File: config.mk
export PLATFORM = sky130hd
export DESIGN_NAME = serial_receiver
export DESIGN_NICKNAME = d
export VERILOG_FILES = /design/src/rtl/serial_pkg.sv /design/src/rtl/serial_shift_register.sv /design/src/rtl/serial_receiver.sv
export SDC_FILE = /design/constraint.sdc
export NUM_CORES = 1
export LEC_CHECK = 0
export CAP_MARGIN = 25
export CORE_ASPECT_RATIO = 0.6
export CORE_MARGIN = 2
export CORE_UTILIZATION = 48
export CTS_BUF_LIST = sky130_fd_sc_hd__clkbuf_8 sky130_fd_sc_hd__clkbuf_16
export DETAILED_ROUTE_END_ITERATION = 10
export PLACE_DENSITY = 0.78
export SLEW_MARGIN = 10
export SYNTH_ARGS = -nofsm -noshare
export SYNTH_HDL_FRONTEND = slang
export SYNTH_HIERARCHICAL = 1
export SYNTH_SLANG_ARGS = --single-unit
File: constraint.sdc
create_clock -name clk -period 3.3 [get_ports clk]
set_clock_uncertainty 0.2 [all_clocks]
set_input_delay 0.66 -clock clk [delete_from_list [all_inputs] [get_ports clk]]
set_output_delay 0.66 -clock clk [all_outputs]
set_load 0.03 [all_outputs]
File: src/rtl/serial_pkg.sv
// Shared serial-link definitions: frame width, receiver state encoding and counter sizing.
package serial_pkg;

  localparam int unsigned SERIAL_DATA_WIDTH = 8;

  typedef enum logic [1:0] {
    IDLE    = 2'd0,
    RECEIVE = 2'd1,
    DONE    = 2'd2,
    DRAIN   = 2'd3
  } rx_state_t;

  // Bit counter must hold the value DATA_WIDTH itself, hence the extra bit.
  function automatic int unsigned cnt_width(input int unsigned data_width);
    return $clog2(data_width) + 1;
  endfunction

endpackage

File: src/rtl/serial_shift_register.sv
// Indexed capture register: writes one bit at the position given by its bit counter.
module serial_shift_register
  import serial_pkg::*;
#(
  parameter int unsigned DATA_WIDTH = SERIAL_DATA_WIDTH,
  parameter int unsigned CNT_WIDTH  = cnt_width(SERIAL_DATA_WIDTH)
) (
  input  logic                  clk,
  input  logic                  rst_n,
  input  logic                  i_capture,
  input  logic                  i_clear,
  input  logic                  i_bit,
  output logic [DATA_WIDTH-1:0] o_data,
  output logic [CNT_WIDTH-1:0]  o_count
);

  localparam int unsigned IDX_WIDTH = $clog2(DATA_WIDTH);

  logic [DATA_WIDTH-1:0] r_data;
  logic [CNT_WIDTH-1:0]  r_count;
  logic [IDX_WIDTH-1:0]  w_idx;
  logic                  w_room;

  assign w_idx  = r_count[IDX_WIDTH-1:0];
  assign w_room = (r_count < CNT_WIDTH'(DATA_WIDTH));

  // Counter saturates at DATA_WIDTH; captures beyond a full byte are dropped.
  always_ff @(posedge clk or negedge rst_n) begin
    if (!rst_n) begin
      r_data  <= '0;
      r_count <= '0;
    end else if (i_clear) begin
      r_data  <= '0;
      r_count <= '0;
    end else if (i_capture && w_room) begin
      r_data[w_idx] <= i_bit;
      r_count       <= r_count + CNT_WIDTH'(1);
    end
  end

  assign o_data  = r_data;
  assign o_count = r_count;

endmodule

File: src/rtl/serial_receiver.sv
// Serial byte receiver with valid/read handshake, LSB first.
// Optional SERIAL_RECEIVER_ERROR_EN adds frame_error for truncation, over-length and overrun.
module serial_receiver
  import serial_pkg::*;
#(
  parameter int unsigned DATA_WIDTH = SERIAL_DATA_WIDTH
) (
  input  logic                  clk,
  input  logic                  rst_n,
  input  logic                  transmission_clock,
  input  logic                  transmission,
  input  logic                  in_data,
  input  logic                  read,
  output logic [DATA_WIDTH-1:0] out_data,
  output logic                  out_valid
`ifdef SERIAL_RECEIVER_ERROR_EN
  ,
  output logic                  frame_error
`endif
);

  localparam int unsigned CNT_W = cnt_width(DATA_WIDTH);

  rx_state_t             r_state;
  rx_state_t             w_state_nxt;
  logic [DATA_WIDTH-1:0] r_out_data;
  logic                  r_out_valid;
  logic [DATA_WIDTH-1:0] w_shift;
  logic [CNT_W-1:0]      w_count;
  logic                  w_sample;
  logic                  w_last;
  logic                  w_capture;
  logic                  w_clear;
  logic                  w_load;

  assign w_sample = transmission_clock & transmission;
  assign w_last   = (w_count == CNT_W'(DATA_WIDTH - 1));

  serial_shift_register #(
    .DATA_WIDTH (DATA_WIDTH),
    .CNT_WIDTH  (CNT_W)
  ) u_shift (
    .clk       (clk),
    .rst_n     (rst_n),
    .i_capture (w_capture),
    .i_clear   (w_clear),
    .i_bit     (in_data),
    .o_data    (w_shift),
    .o_count   (w_count)
  );

  always_ff @(posedge clk or negedge rst_n) begin
    if (!rst_n) r_state <= IDLE;
    else        r_state <= w_state_nxt;
  end

  always_comb begin
    w_state_nxt = r_state;
    case (r_state)
      IDLE:    if (w_sample) w_state_nxt = RECEIVE;
      RECEIVE: begin
        if (!transmission)                      w_state_nxt = IDLE;
        else if (transmission_clock && w_last)  w_state_nxt = DONE;
      end
      DONE:    w_state_nxt = transmission ? DRAIN : IDLE;
      DRAIN:   if (!transmission) w_state_nxt = IDLE;
      default: w_state_nxt = IDLE;
    endcase
  end

  always_comb begin
    w_capture = 1'b0;
    w_clear   = 1'b0;
    w_load    = 1'b0;
    case (r_state)
      IDLE:    w_capture = w_sample;
      RECEIVE: begin
        if (!transmission) w_clear   = 1'b1;
        else               w_capture = transmission_clock;
      end
      DONE: begin
        w_load  = 1'b1;
        w_clear = 1'b1;
      end
      default: ;
    endcase
  end

  // A load always leaves valid set, so a read in the DONE cycle loses to the new byte.
  always_ff @(posedge clk or negedge rst_n) begin
    if (!rst_n) begin
      r_out_data  <= '0;
      r_out_valid <= 1'b0;
    end else if (w_load) begin
      r_out_data  <= w_shift;
      r_out_valid <= 1'b1;
    end else if (read) begin
      r_out_valid <= 1'b0;
    end
  end

  assign out_data  = r_out_data;
  assign out_valid = r_out_valid;

`ifdef SERIAL_RECEIVER_ERROR_EN
  logic r_frame_error;
  logic w_err;

  always_comb begin
    w_err = 1'b0;
    case (r_state)
      RECEIVE: w_err = ~transmission;
      DONE:    w_err = r_out_valid & ~read;
      DRAIN:   w_err = w_sample;
      default: w_err = 1'b0;
    endcase
  end

  always_ff @(posedge clk or negedge rst_n) begin
    if (!rst_n) r_frame_error <= 1'b0;
    else        r_frame_error <= w_err;
  end

  assign frame_error = r_frame_error;
`endif

endmodule
==> results of run 1 <==
==> cells by family (layout without fill, tap and decap cells) <==
kind of cell    Yosys count  count (layout)  share of synthesized area [%]
buf+inv                   8              24                           3.14
flops                    23              23                           49.9
compound gates            7               7                           4.56
fa+ha+maj                 6               6                           6.51
mux                      19              19                           17.4
xor+xnor                  2               2                           1.52
simple gates             33              33                           17.0
==> layout make-up <==
| cell class | count | area [sq um] | share of cell area, % |
|---|---|---|---|
| repair buffers | 15 | 148 | 10.8 |
| well taps | 30 | 37.5 | 2.74 |
| multi-input cells | 67 | 542 | 39.6 |
| flip-flops and latches | 23 | 576 | 42.1 |
| clock inverters | 1 | 5.00 | 0.366 |
| inverters | 5 | 18.8 | 1.37 |
| clock buffers | 3 | 41.3 | 3.02 |
==> cells in the final DEF, fill, tap and decap left out, types with 2 or more instances in the layout <==
cell / instances
dfrtp_1: 23
clkdlybuf4s50_1: 14
mux2i_1: 11
mux2_2: 8
nand2_1: 7
nand2b_1: 7
nor2_1: 6
ha_1: 6
inv_1: 5
a21oi_1: 3
clkbuf_8: 3
and2b_2: 2
or2b_2: 2
nand3_1: 2
nor2b_1: 2
==> registers in the layout, summed over array words and instances, names as in the netlist <==
| name | cells |
|---|---|
| out_data | 8 |
| out_valid | 1 |
| r_state | 2 |
| u_shift/o_count | 4 |
| u_shift/o_data | 8 |
==> per-layer routing <==
| metal | up-vias | routed length [um] | global-route usage (%) |
|---|---|---|---|
| met1 | 348 | 1020 | 23.0 |
| met4 | 0 | 24 | 4.90 |
| li1 | 362 | - | - |
| met5 | - | 0 | 0 |
| met3 | 5 | 83 | 5.65 |
| met2 | 12 | 866 | 25.3 |
==> through the flow <==
stage	utilization, %	instance area (sq um)
finish	61.8	1370
global route	61.8	1370
CTS	61.8	1370
detailed placement	59.7	1320
global placement	59.7	1320
floorplan	-	1150
==> path summary, 6_finish.rpt <==
| path | start | to | slack, ns |
|---|---|---|---|
| min reg2reg | out_valid | out_valid | 0.29 |
| min | out_valid | out_valid | 0.29 |
| max in group asynchronous | rst_n | u_shift/o_data[7] | 2.14 |
| max | transmission | u_shift/o_data[1] | 0.92 |
| max reg2reg | r_state[0] | u_shift/o_data[1] | 1.12 |
| min in group asynchronous | rst_n | out_data[4] | 0.54 |
==> power groups by stage <==
stage | combinational [uW] | clock [uW] | sequential (uW)
after floorplan | 266 | 0 | 467
after global placement | 417 | 0 | 422
after detailed placement | 432 | 0 | 427
after CTS | 434 | 180 | 421
after global routing | 474 | 194 | 431
final | 428 | 173 | 421
==> flow_metrics.tcl, run 1 <==
set metrics [dict create \
    whs_ns 0.292 \
    post-place-ws_ns 0.650 \
    syn_avg_cell_area_sq_um 11.8 \
    cap_violations 0 \
    core-area_sq_um 2210 \
    syn_area_sq_um 1150 \
    max_stage_delay_ns 0.60 \
    port_buffers 14 \
    ys_warn_count 6 \
    nets 127 \
    hold_path_depth 1 \
    cp.arrival_ns 2.37 \
    grt_pass1_wl_um 3420 \
    p_per_area_nw_per_um2 747 \
    cp.required_ns 3.29 \
    postCtsSetupBuffers 0 \
    async_flop_share_pct 100 \
    fin_crit_sh_pct 72.1 \
    drt_wl_total_um 2000 \
    antenna_found_initial 0 \
    synth_edf_count 0 \
    fp.dieW_um 67.3 \
    fillers 193 \
    synthTopCellsByArea "dfrtp_1 50%, mux2i_1 9.5%, mux2_2 7.8%, ha_1 6.5%, nand2b_1 3.8%" \
    cpMaxStageDelayCell "clkdlybuf4s50_1" \
    worstSetupEndpointType "flip-flop" \
    swShare_pct 37.0 \
    clkSinkCount 23 \
    htree_levels 1 \
    first_pass_iters 4 \
    cts-buffers-inserted 3 \
    reg2regPathDepth 5 \
    start_kind "input pin" \
    hold_buffers 0 \
    drc 0 \
    yosysMostFrequentCell "dfrtp_1" \
    final.setup.worst_slack_ns 0.920 \
    finalWeightedCongestion 0.824 \
    diodes 0 \
    vias 727 \
    cts_root_buf "clkbuf_8" \
    power_uw 1020 \
    power.switching_uw 378 \
    p_comb_share_pct 41.9 \
    holdCritPathClass "reg2reg" \
    hold_viol_final 0 \
    synthTopCellsByCount "23 x dfrtp_1, 11 x mux2i_1, 8 x mux2_2" \
    setup_viol 0 \
    dp_hpwl_um 1430 \
    p_int_uw 644 \
    synth.distinct_cells 27 \
    worstPathCellList "clkdlybuf4s50_1 > and2b_2 > o21a_1 > or2b_2 > mux2i_1" \
    p_leak_uw 0.000693 \
    grt_pass1_vias 730 \
    drt_iter0_drc 40 \
    die_area_sq_um 2820 \
    drv_slew 0 \
    rsz0062_at_grt "false" \
    via_per_inst 5.05 \
    cp_num_cells 5 \
    grt_usage_pct 16.8 \
    crit_type "in2reg" \
    pwr-share-clk_pct 16.9 \
    syn2layout_area_growth_pct 18.5 \
    grt_max_degree 24 \
    pin_count 15 \
    seq_area_frac_synth_pct 49.9 \
    synth_nets 110 \
    yosysTopAreaCellShare_pct 49.9 \
    chipHeight_um 42.0 \
    fmax_mhz 420 \
    cts_tree "built" \
    peakVddDrop_v 0.000343 \
    cp_max_fo 13 \
    instances_no_fill 144 \
    crit_family "simple AND/OR/NAND/NOR gates" \
    ant_nets 0 \
    post_cts_resized 0 \
    post-route-min-period_ns 2.38 \
    wl_per_cell_um 13.9 \
    synth_top_area_cell "dfrtp_1" \
    dp.cells 140 \
    ys.flop_type "dfrtp_1" \
    cp_num_buf_inv 1 \
    clk_path_buf_depth 2 \
    clkTransAtPathRegs_ns 0.08 \
    fp-row-count 13 \
    p_seq_share_pct 41.2 \
    status "complete, no violations" \
    final_layout_size_suffix_gt1_share_pct 18.4 \
    slew_headroom_pct 62.4 \
    tightest_slew_ns 0.564 \
    syn_inst 98 \
    insertion_delay_ns 0.26 \
    globalRouteOverflowTotal 0 \
    fin_setup_tns_ns 0 \
    synth-seq-cells 23 \
    initial_core_util_pct 52.1 \
]
No activity file was read; power rests on OpenSTA's default activity.
==> run 2, diff against run 1 <==
--- a/config.mk
+++ b/config.mk
@@ -11,7 +11,7 @@
 export CORE_UTILIZATION = 48
 export CTS_BUF_LIST = sky130_fd_sc_hd__clkbuf_8 sky130_fd_sc_hd__clkbuf_16
 export DETAILED_ROUTE_END_ITERATION = 10
-export PLACE_DENSITY = 0.78
+export PLACE_DENSITY = 0.81
 export SLEW_MARGIN = 10
 export SYNTH_ARGS = -nofsm -noshare
 export SYNTH_HDL_FRONTEND = slang
==> constraint.sdc (replaced) <==
create_clock -name clk -period 2 [get_ports clk]
set_clock_uncertainty 0.2 [all_clocks]
set_input_delay 0.4 -clock clk [delete_from_list [all_inputs] [get_ports clk]]
set_output_delay 0.4 -clock clk [all_outputs]
set_load 0.03 [all_outputs]
==> flow_metrics.tcl, run 2 (synthesis gave the netlist of run 1 again) <==
set metrics [dict create \
    status "complete, no violations" \
    finalWeightedCongestion 0.758 \
    fillers 185 \
    via_per_inst 4.99 \
    chipHeight_um 42.0 \
    final_cell_mix "23 x dfrtp_1, 14 x clkdlybuf4s50_1, 11 x mux2i_1" \
    cp.arrival_ns 1.29 \
    fp.dieW_um 67.3 \
    fmax_mhz 528 \
    cts_root_buf "clkbuf_8" \
    initial_core_util_pct 52.1 \
    setup_viol 0 \
    die_area_sq_um 2820 \
    fin_crit_sh_pct 94.7 \
    clk_path_buf_depth 2 \
    drc 0 \
    start_kind "flip-flop" \
    crit_type "reg2out" \
    syn2layout_area_growth_pct 23.9 \
    cp_num_buf_inv 1 \
    hold_viol_final 0 \
    cts_tree "built" \
    grt_max_degree 24 \
    whs_ns 0.284 \
    pin_count 15 \
    drt_wl_total_um 2040 \
    fp-row-count 13 \
    cap_violations 0 \
    clkTransAtPathRegs_ns 0.08 \
    grt_pass1_vias 782 \
    cp.required_ns 1.40 \
    cpMaxStageDelayCell "clkdlybuf4s50_1" \
    cp_max_fo 2 \
    port_buffers 14 \
    vias 754 \
    peakVddDrop_v 0.000685 \
    p_per_area_nw_per_um2 1230 \
    post-route-min-period_ns 1.89 \
    dp.cells 147 \
    antenna_found_initial 0 \
    drv_slew 0 \
    grt_pass1_wl_um 3390 \
    cts-buffers-inserted 3 \
    instances_no_fill 151 \
    rsz0062_at_grt "false" \
    grt_usage_pct 16.7 \
    drt_iter0_drc 18 \
    insertion_delay_ns 0.26 \
    final_layout_size_suffix_gt1_share_pct 23.1 \
    ant_nets 0 \
    max_stage_delay_ns 0.67 \
    reg2regPathDepth 7 \
    worstPathCellList "clkdlybuf4s50_1" \
    reg2reg_to "u_shift/o_data[6]" \
    slew_headroom_pct 79.1 \
    diodes 0 \
    clkSinkCount 23 \
    htree_levels 1 \
    wl_per_cell_um 13.5 \
    core-area_sq_um 2210 \
    globalRouteOverflowTotal 0 \
    first_pass_iters 4 \
    p_leak_uw 0.000728 \
    crit_family "buffers and inverters" \
    layout_commonest_cell "dfrtp_1" \
    worstSetupEndpointType "output pin" \
    r2r-start "r_state[1]" \
    nets 134 \
    holdCritPathClass "in2async" \
    dp_hpwl_um 1530 \
    tightest_slew_ns 0.313 \
    r2r_slack_ns 0.15 \
]
run 2: layout make-up:
cell class	instances	area [sq um]	share of cell area [%]
clock buffer	3	41.3	2.89
clock inverter	1	5.00	0.350
inverter	5	18.8	1.31
multi-input combinational	67	551	38.5
sequential	23	576	40.3
tap	30	37.5	2.63
timing repair buffer	22	200	14.0
run 2: power by group:
group          internal, uW  switching [uW]  leakage, uW  total, uW
Sequential              593             109     0.000312        702
Combinational           374             393     0.000390        767
Clock                   139             143    0.0000255        282
Total                  1110             644     0.000728       1750
run 2: worst max-delay path by stage:
stage                       from           endpoint  slack, ns  cells past startpoint
finish                 out_valid          out_valid       0.11                      1
global route          r_state[1]  u_shift/o_data[6]       0.04                      7
CTS                   r_state[1]  u_shift/o_data[1]       0.08                      6
detailed placement  transmission  u_shift/o_data[5]      -0.13                      5
global placement    transmission  u_shift/o_data[5]      -0.13                      5
floorplan             r_state[0]  u_shift/o_data[6]       0.15                      7
run 2: what timing repair did:
action / 4_1_cts / 5_1_grt
buffers inserted: 0 / 0
endpoints found under the setup margin: 0 / 3
gates resized for setup: 0 / 2
hold buffers: 0 / 0
run 2: routing by layer:
metal	routed length [um]	vias to the layer above	track usage, %	part of all wire (%)
li1	-	374	-	-
met1	946	357	22.0	46
met2	961	19	24.4	47
met3	106	4	6.45	5.2
met4	23	0	7.35	1.1
met5	0	-	0	0
run 2: through the flow:
step	setup TNS (ns)	utilization [%]	instance area [sq um]	total power (uW)	setup WS (ns)
after floorplan	0	-	1150	1210	0.147
after global placement	-0.889	62.1	1370	1420	-0.131
after detailed placement	-1.21	62.1	1370	1470	-0.134
after CTS	0	64.2	1420	1760	0.0766
after global routing	0	64.6	1430	1870	0.0399
final	0	64.6	1430	1750	0.106
